`src/rtl/aes_ctrl_pkg.sv`:
```
// Shared types and constants for the AES-128 round sequencer.
//   aes_ctrl_state_e : sequencer FSM states
//   aes_ctrl_out_t   : registered control bundle driven toward the datapath,
//                      the key store and the S-box
package aes_ctrl_pkg;

  localparam int unsigned AES_NO_ROUNDS = 10;
  localparam int unsigned AES_KEY_SEL_W = 4;

  typedef enum logic [2:0] {
    IDLE     = 3'd0,
    LOAD     = 3'd1,
    KEY_WAIT = 3'd2,
    ARK      = 3'd3,
    SUB_WAIT = 3'd4,
    SHIFT    = 3'd5,
    MIX      = 3'd6,
    DONE     = 3'd7
  } aes_ctrl_state_e;

  // Control bundle registered as a unit so every output flops together.
  typedef struct packed {
    logic                     key_req;
    logic [AES_KEY_SEL_W-1:0] key_sel;
    logic                     sbox_en;
    logic                     load_en;
    logic                     ark_en;
    logic                     sub_en;
    logic                     shift_en;
    logic                     mix_en;
    logic                     busy;
    logic                     done;
  } aes_ctrl_out_t;

endpackage

```
`src/rtl/aes_wait_timer.sv`:
```
// Handshake wait-state timer for the AES round sequencer.
// Built only when AES_CTRL_TIMEOUT_EN is defined; otherwise this file
// contributes no logic.
//   clk, rst_n : clock, asynchronous active-low reset
//   clear      : restart the count (has priority over count)
//   count      : advance one step this cycle
//   expired_c  : combinational; high on the LIMIT-th counted cycle
`ifdef AES_CTRL_TIMEOUT_EN
module aes_wait_timer #(
  parameter int unsigned LIMIT = 255
) (
  input  logic clk,
  input  logic rst_n,
  input  logic clear,
  input  logic count,
  output logic expired_c
);

  // Count runs 0..LIMIT-1; the last value flags expiry.
  localparam int unsigned CNT_W = (LIMIT > 1) ? $clog2(LIMIT) : 1;

  logic [CNT_W-1:0] cnt_q;

  always_ff @(posedge clk or negedge rst_n) begin
    if (!rst_n) begin
      cnt_q <= '0;
    end else if (clear) begin
      cnt_q <= '0;
    end else if (count) begin
      cnt_q <= cnt_q + CNT_W'(1);
    end
  end

  assign expired_c = count && (cnt_q == CNT_W'(LIMIT - 1));

endmodule
`endif

```
`src/rtl/aes_round_ctrl.sv`:
```
// AES-128 round sequencer: LOAD, initial AddRoundKey, rounds 1..NO_ROUNDS-1
// (Sub/Shift/Mix/ARK) and a final round without MixColumns.
// Optional macro AES_CTRL_TIMEOUT_EN adds a per-handshake wait timeout
// (parameter TIMEOUT_CYCLES) reported on a sticky err_o.
//   aes_clk, resetn    : clock, asynchronous active-low reset
//   aes_core_en        : core enable; low aborts to IDLE
//   start_i            : begin one block (IDLE only)
//   key_vld_i          : requested round key valid
//   sbox_valid_i       : S-box result valid
//   key_req_o/key_sel_o: round-key request and index
//   sbox_en_o          : S-box enable
//   load/ark/sub/shift/mix_en_o : one-cycle datapath strobes
//   round_o            : current round number
//   busy_o, done_o     : activity flag, one-cycle completion pulse
//   err_o              : sticky handshake timeout
module aes_round_ctrl
  import aes_ctrl_pkg::*;
#(
  parameter int unsigned NO_ROUNDS = AES_NO_ROUNDS
`ifdef AES_CTRL_TIMEOUT_EN
  , parameter int unsigned TIMEOUT_CYCLES = 255
`endif
) (
  input  logic                     aes_clk,
  input  logic                     resetn,
  input  logic                     aes_core_en,
  input  logic                     start_i,
  input  logic                     key_vld_i,
  input  logic                     sbox_valid_i,
  output logic                     key_req_o,
  output logic [AES_KEY_SEL_W-1:0] key_sel_o,
  output logic                     sbox_en_o,
  output logic                     load_en_o,
  output logic                     ark_en_o,
  output logic                     sub_en_o,
  output logic                     shift_en_o,
  output logic                     mix_en_o,
  output logic [AES_KEY_SEL_W-1:0] round_o,
  output logic                     busy_o,
  output logic                     done_o,
  output logic                     err_o
);

  localparam logic [AES_KEY_SEL_W-1:0] LAST_ROUND = AES_KEY_SEL_W'(NO_ROUNDS);

  aes_ctrl_state_e            state_q, state_d;
  logic [AES_KEY_SEL_W-1:0]   round_q, round_d;
  aes_ctrl_out_t              out_q, out_d;

`ifdef AES_CTRL_TIMEOUT_EN
  logic err_q;
  logic err_set;
  logic wait_st;
  logic tmr_clear;
  logic tmr_expired_c;

  // Timer counts only while parked in a handshake state and restarts on
  // any state change, so each wait gets its own budget.
  assign wait_st   = (state_q == KEY_WAIT) || (state_q == SUB_WAIT);
  assign tmr_clear = (state_d != state_q);

  aes_wait_timer #(
    .LIMIT (TIMEOUT_CYCLES)
  ) u_wait_timer (
    .clk       (aes_clk),
    .rst_n     (resetn),
    .clear     (tmr_clear),
    .count     (wait_st),
    .expired_c (tmr_expired_c)
  );
`endif

  // State, round counter and output bundle registers.
  always_ff @(posedge aes_clk or negedge resetn) begin
    if (!resetn) begin
      state_q <= IDLE;
      round_q <= '0;
      out_q   <= '0;
    end else begin
      state_q <= state_d;
      round_q <= round_d;
      out_q   <= out_d;
    end
  end

`ifdef AES_CTRL_TIMEOUT_EN
  // Sticky error; only reset clears it.
  always_ff @(posedge aes_clk or negedge resetn) begin
    if (!resetn) begin
      err_q <= 1'b0;
    end else if (err_set) begin
      err_q <= 1'b1;
    end
  end
`endif

  // Next state, round counter and output decode.
  always_comb begin
    state_d = state_q;
    round_d = round_q;
    out_d   = '0;
`ifdef AES_CTRL_TIMEOUT_EN
    err_set = 1'b0;
`endif

    if (!aes_core_en) begin
      // Abort overrides every other transition.
      state_d = IDLE;
      round_d = '0;
    end else begin
      unique case (state_q)
        IDLE: begin
          if (start_i) begin
            state_d = LOAD;
            round_d = '0;
          end
        end
        LOAD: state_d = KEY_WAIT;
        KEY_WAIT: begin
          if (key_vld_i) begin
            state_d = ARK;
          end
`ifdef AES_CTRL_TIMEOUT_EN
          else if (tmr_expired_c) begin
            state_d = IDLE;
            err_set = 1'b1;
          end
`endif
        end
        ARK: begin
          if (round_q == LAST_ROUND) begin
            state_d = DONE;
          end else begin
            round_d = round_q + AES_KEY_SEL_W'(1);
            state_d = SUB_WAIT;
          end
        end
        SUB_WAIT: begin
          if (sbox_valid_i) begin
            state_d = SHIFT;
          end
`ifdef AES_CTRL_TIMEOUT_EN
          else if (tmr_expired_c) begin
            state_d = IDLE;
            err_set = 1'b1;
          end
`endif
        end
        SHIFT: state_d = (round_q == LAST_ROUND) ? KEY_WAIT : MIX;
        MIX:   state_d = KEY_WAIT;
        DONE:  state_d = IDLE;
        default: begin
          state_d = IDLE;
          round_d = '0;
        end
      endcase
    end

    // Outputs are decoded from the next state so the flopped bundle lines
    // up with the state it describes.
    out_d.busy = (state_d != IDLE);
    case (state_d)
      LOAD:     out_d.load_en = 1'b1;
      KEY_WAIT: begin
        out_d.key_req = 1'b1;
        out_d.key_sel = round_d;
      end
      ARK:      out_d.ark_en   = 1'b1;
      SUB_WAIT: out_d.sbox_en  = 1'b1;
      SHIFT:    out_d.shift_en = 1'b1;
      MIX:      out_d.mix_en   = 1'b1;
      DONE:     out_d.done     = 1'b1;
      default:  ;
    endcase
    // Capture pulse follows the cycle in which sbox_valid_i was accepted.
    out_d.sub_en = (state_q == SUB_WAIT) && (state_d == SHIFT);
  end

  assign key_req_o  = out_q.key_req;
  assign key_sel_o  = out_q.key_sel;
  assign sbox_en_o  = out_q.sbox_en;
  assign load_en_o  = out_q.load_en;
  assign ark_en_o   = out_q.ark_en;
  assign sub_en_o   = out_q.sub_en;
  assign shift_en_o = out_q.shift_en;
  assign mix_en_o   = out_q.mix_en;
  assign busy_o     = out_q.busy;
  assign done_o     = out_q.done;
  assign round_o    = round_q;

`ifdef AES_CTRL_TIMEOUT_EN
  assign err_o = err_q;
`else
  assign err_o = 1'b0;
`endif

endmodule

```
`config.mk`:
```
export PLATFORM = sky130hd
export DESIGN_NAME = aes_round_ctrl
export DESIGN_NICKNAME = d
export VERILOG_FILES = /design/src/rtl/aes_ctrl_pkg.sv /design/src/rtl/aes_wait_timer.sv /design/src/rtl/aes_round_ctrl.sv
export SDC_FILE = /design/constraint.sdc
export NUM_CORES = 1
export LEC_CHECK = 0
export ABC_CLOCK_PERIOD_IN_PS = 2870
export CAP_MARGIN = 25
export CORE_MARGIN = 2
export CORE_UTILIZATION = 45
export DETAILED_ROUTE_END_ITERATION = 8
export DONT_BUFFER_PORTS = 1
export SLEW_MARGIN = 20
export SYNTH_ARGS = -nofsm -noshare
export SYNTH_HDL_FRONTEND = slang
export SYNTH_SLANG_ARGS = --single-unit
```
`constraint.sdc`:
```
create_clock -name aes_clk -period 2.87 [get_ports aes_clk]
set_input_delay 0.574 -clock aes_clk [delete_from_list [all_inputs] [get_ports aes_clk]]
set_output_delay 0.574 -clock aes_clk [all_outputs]
set_load 0.02 [all_outputs]
```
==> metrics.cfg <==
[outcome]
status=completed

[worst_setup_path]
cp.required_ns=3.11
worstPathMaxFanout=6
crit_path_end=key_sel_o[3]$_DFF_PN0_
cp_data_arrival_time_ns=2.03
reg2reg_to=key_sel_o[3]$_DFF_PN0_
crit_path_end_kind=flip-flop
cp-start-kind=flip-flop
startpoint=round_o[1]$_DFF_PN0_
reg2reg_slack_ns=1.09
r2r_cells=5
regToRegStartpoint=round_o[1]$_DFF_PN0_
worstSetupPathType=reg -> reg

[die]
io-pin-count=24
rows=16
die_x_um=49.6
start_util_pct=47.8
coreArea_sq_mm=0.00196
dieHeight_um=49.6
dieArea_sq_mm=0.00246

[global_routing]
grt_max_degree=21
grt-ovfl-total=0
grt_pass1_vias=640
antenna_found_initial=0
grt_pass1_wl_um=3100
grt_usage_pct=17.3

[power_and_ir_drop]
vdd_drop_max_mv=0.301
p_leak_uw=0.000480
p_total_uw=640
powerDensity_mw_per_mm2=639

[finish]
syn2layout_area_growth_pct=6.94
multiInputGateArea_sq_um=387
nets=98
drive_gt1_share_pct=11.2
n_fill_cell=203
diodes=0
seq_area_sq_um=500

[yosys]
yosysSeqAreaShare_pct=53.4
synth.most_common_cell=dfrtp_1
synthTopCellsByArea=dfrtp_1, and2_1, nor2_1
synth_area_leader_cell=dfrtp_1
syn_inst=88
synth_top_area_share_pct=53.4
syn-num-nets=96
postSynthAreaPerCell_sq_um=10.6
synth.top_cells.by_count=dfrtp_1, nor2_1, and2_1
synth_edf_count=0
ys_types=38
synth_flop_cell=dfrtp_1
ys_ff_latch=20
async_flop_share_pct=100
netlist_area_sq_um=937
yosys_warnings=0

[place]
hpwlAfterDp_um=1300
finalWeightedCongestion=0.801
portBuffers=0

[routing]
drc=0
vias_per_cell=5.76
ant_nets=0
drt-pass1-iter-count=4
wirelength_um=1770
drt_iter0_drc=13
wire_per_inst_um=15.2
num_vias=668

[sta]
finalCritPeriodShare_pct=62.2
setup_viol=0
tightest_slew_ns=0.861
fin_crit_ns=1.78
rsz0062_at_grt=no
holdWs_ns=0.397
max_freq_ghz=0.560
slew_viol_final=0
hold_violations=0
max_slew_margin_pct=42.4
fin_tns_setup_ns=0
skew_ns=0.00377

[clocking]
cts_buffers=3
clockRootBuffer=clkbuf_4
cts_max_level=1
path_clk_slew_ns=0.11
cts_sinks=20
clk_path_buf_depth=2
cts_tree=done
insertion_delay_ns=0.30

[flow_run]
drv_cap=0

[min_path]
hold_path_class=in -> reg

[registers in the layout, summed over array words and instances, names as in the netlist]
signal,flops
ark_en_o,1
busy_o,1
done_o,1
key_req_o,1
key_sel_o,4
load_en_o,1
mix_en_o,1
round_o,4
sbox_en_o,1
shift_en_o,1
state_q,3
sub_en_o,1
[placed cells by master (no fill, tap or decap), types with 3 or more instances in the layout]
master    count
dfrtp_1      20
nor2_1        9
and2_1        8
and3_1        4
inv_1         4
nand2_1       4
clkbuf_4      3
[metal layers]
| layer | routed length, um | GRT usage [%] | vias to the layer above |
|---|---|---|---|
| met5 | 0 | 0 | - |
| met4 | 58 | 11.1 | 0 |
| met3 | 140 | 5.45 | 7 |
| met2 | 822 | 24.9 | 27 |
| met1 | 745 | 22.4 | 329 |
| li1 | - | - | 305 |
[power by group]
group / switching, uW / leakage (uW) / internal (uW)
registers: 34.4 / 0.000274 / 299
clock network: 86.0 / 0.0000279 / 141
logic: 46.9 / 0.000179 / 32.9
[final cells by class]
class | instances | share of cell area (%)
Clock buffer | 3 | 2.25
Clock inverter | 1 | 3.00
Inverter | 5 | 1.87
Multi-Input combinational cell | 59 | 38.6
Sequential cell | 20 | 49.9
Tap cell | 27 | 3.37
Timing Repair Buffer | 1 | 0.999
[cell families (layout without fill, tap and decap cells)]
logic type	after synthesis	after routing	synth area share (%)
AO/OA/AOI/OAI	17	17	13.5
adder cells (fa/ha/maj)	2	2	2.67
buffers and inverters	9	10	5.34
flip-flops	20	20	53.4
multiplexers	1	1	1.07
other	1	1	0.400
AND/OR/NAND/NOR	38	38	23.6
[worst max-delay path, stage by stage (launching register included)]
cell      delay, ns
dfrtp_1        0.55
ha_1           0.26
nand3b_1       0.17
a311oi_1       0.34
and3_1         0.26
nor2b_1        0.15
[worst min path at each step]
stage | cells past startpoint | endpoint | from | slack [ns]
global route | 1 | round_o[0]$_DFF_PN0_ | aes_core_en | 0.38
CTS | 1 | round_o[0]$_DFF_PN0_ | aes_core_en | 0.39
detailed placement | 0 | key_req_o$_DFF_PN0_ | resetn | 0.28
finish | 1 | round_o[0]$_DFF_PN0_ | aes_core_en | 0.40
floorplan | 0 | ark_en_o$_DFF_PN0_ | resetn | 0.28
global placement | 0 | key_sel_o[2]$_DFF_PN0_ | resetn | 0.28
[per-stage QoR]
step | setup slack (ns) | area [sq um] | util (%) | instances
2_1_floorplan | 1.27 | 937 | - | 88
3_3_place_gp | 1.17 | 940 | 47.9 | 111
3_5_place_dp | 1.10 | 940 | 47.9 | 111
4_1_cts | 1.08 | 1000 | 51.1 | 116
5_1_grt | 0.890 | 1000 | 51.1 | 116
6_report | 1.09 | 1000 | 51.1 | 116
[repair_timing]
action | in CTS | in global routing
resized for setup | 0 | 0
hold buffers | 1 | 0
buffers inserted | 0 | 0
endpoints found under the hold margin | 20 | 0
(Power assumes the default switching activity.)
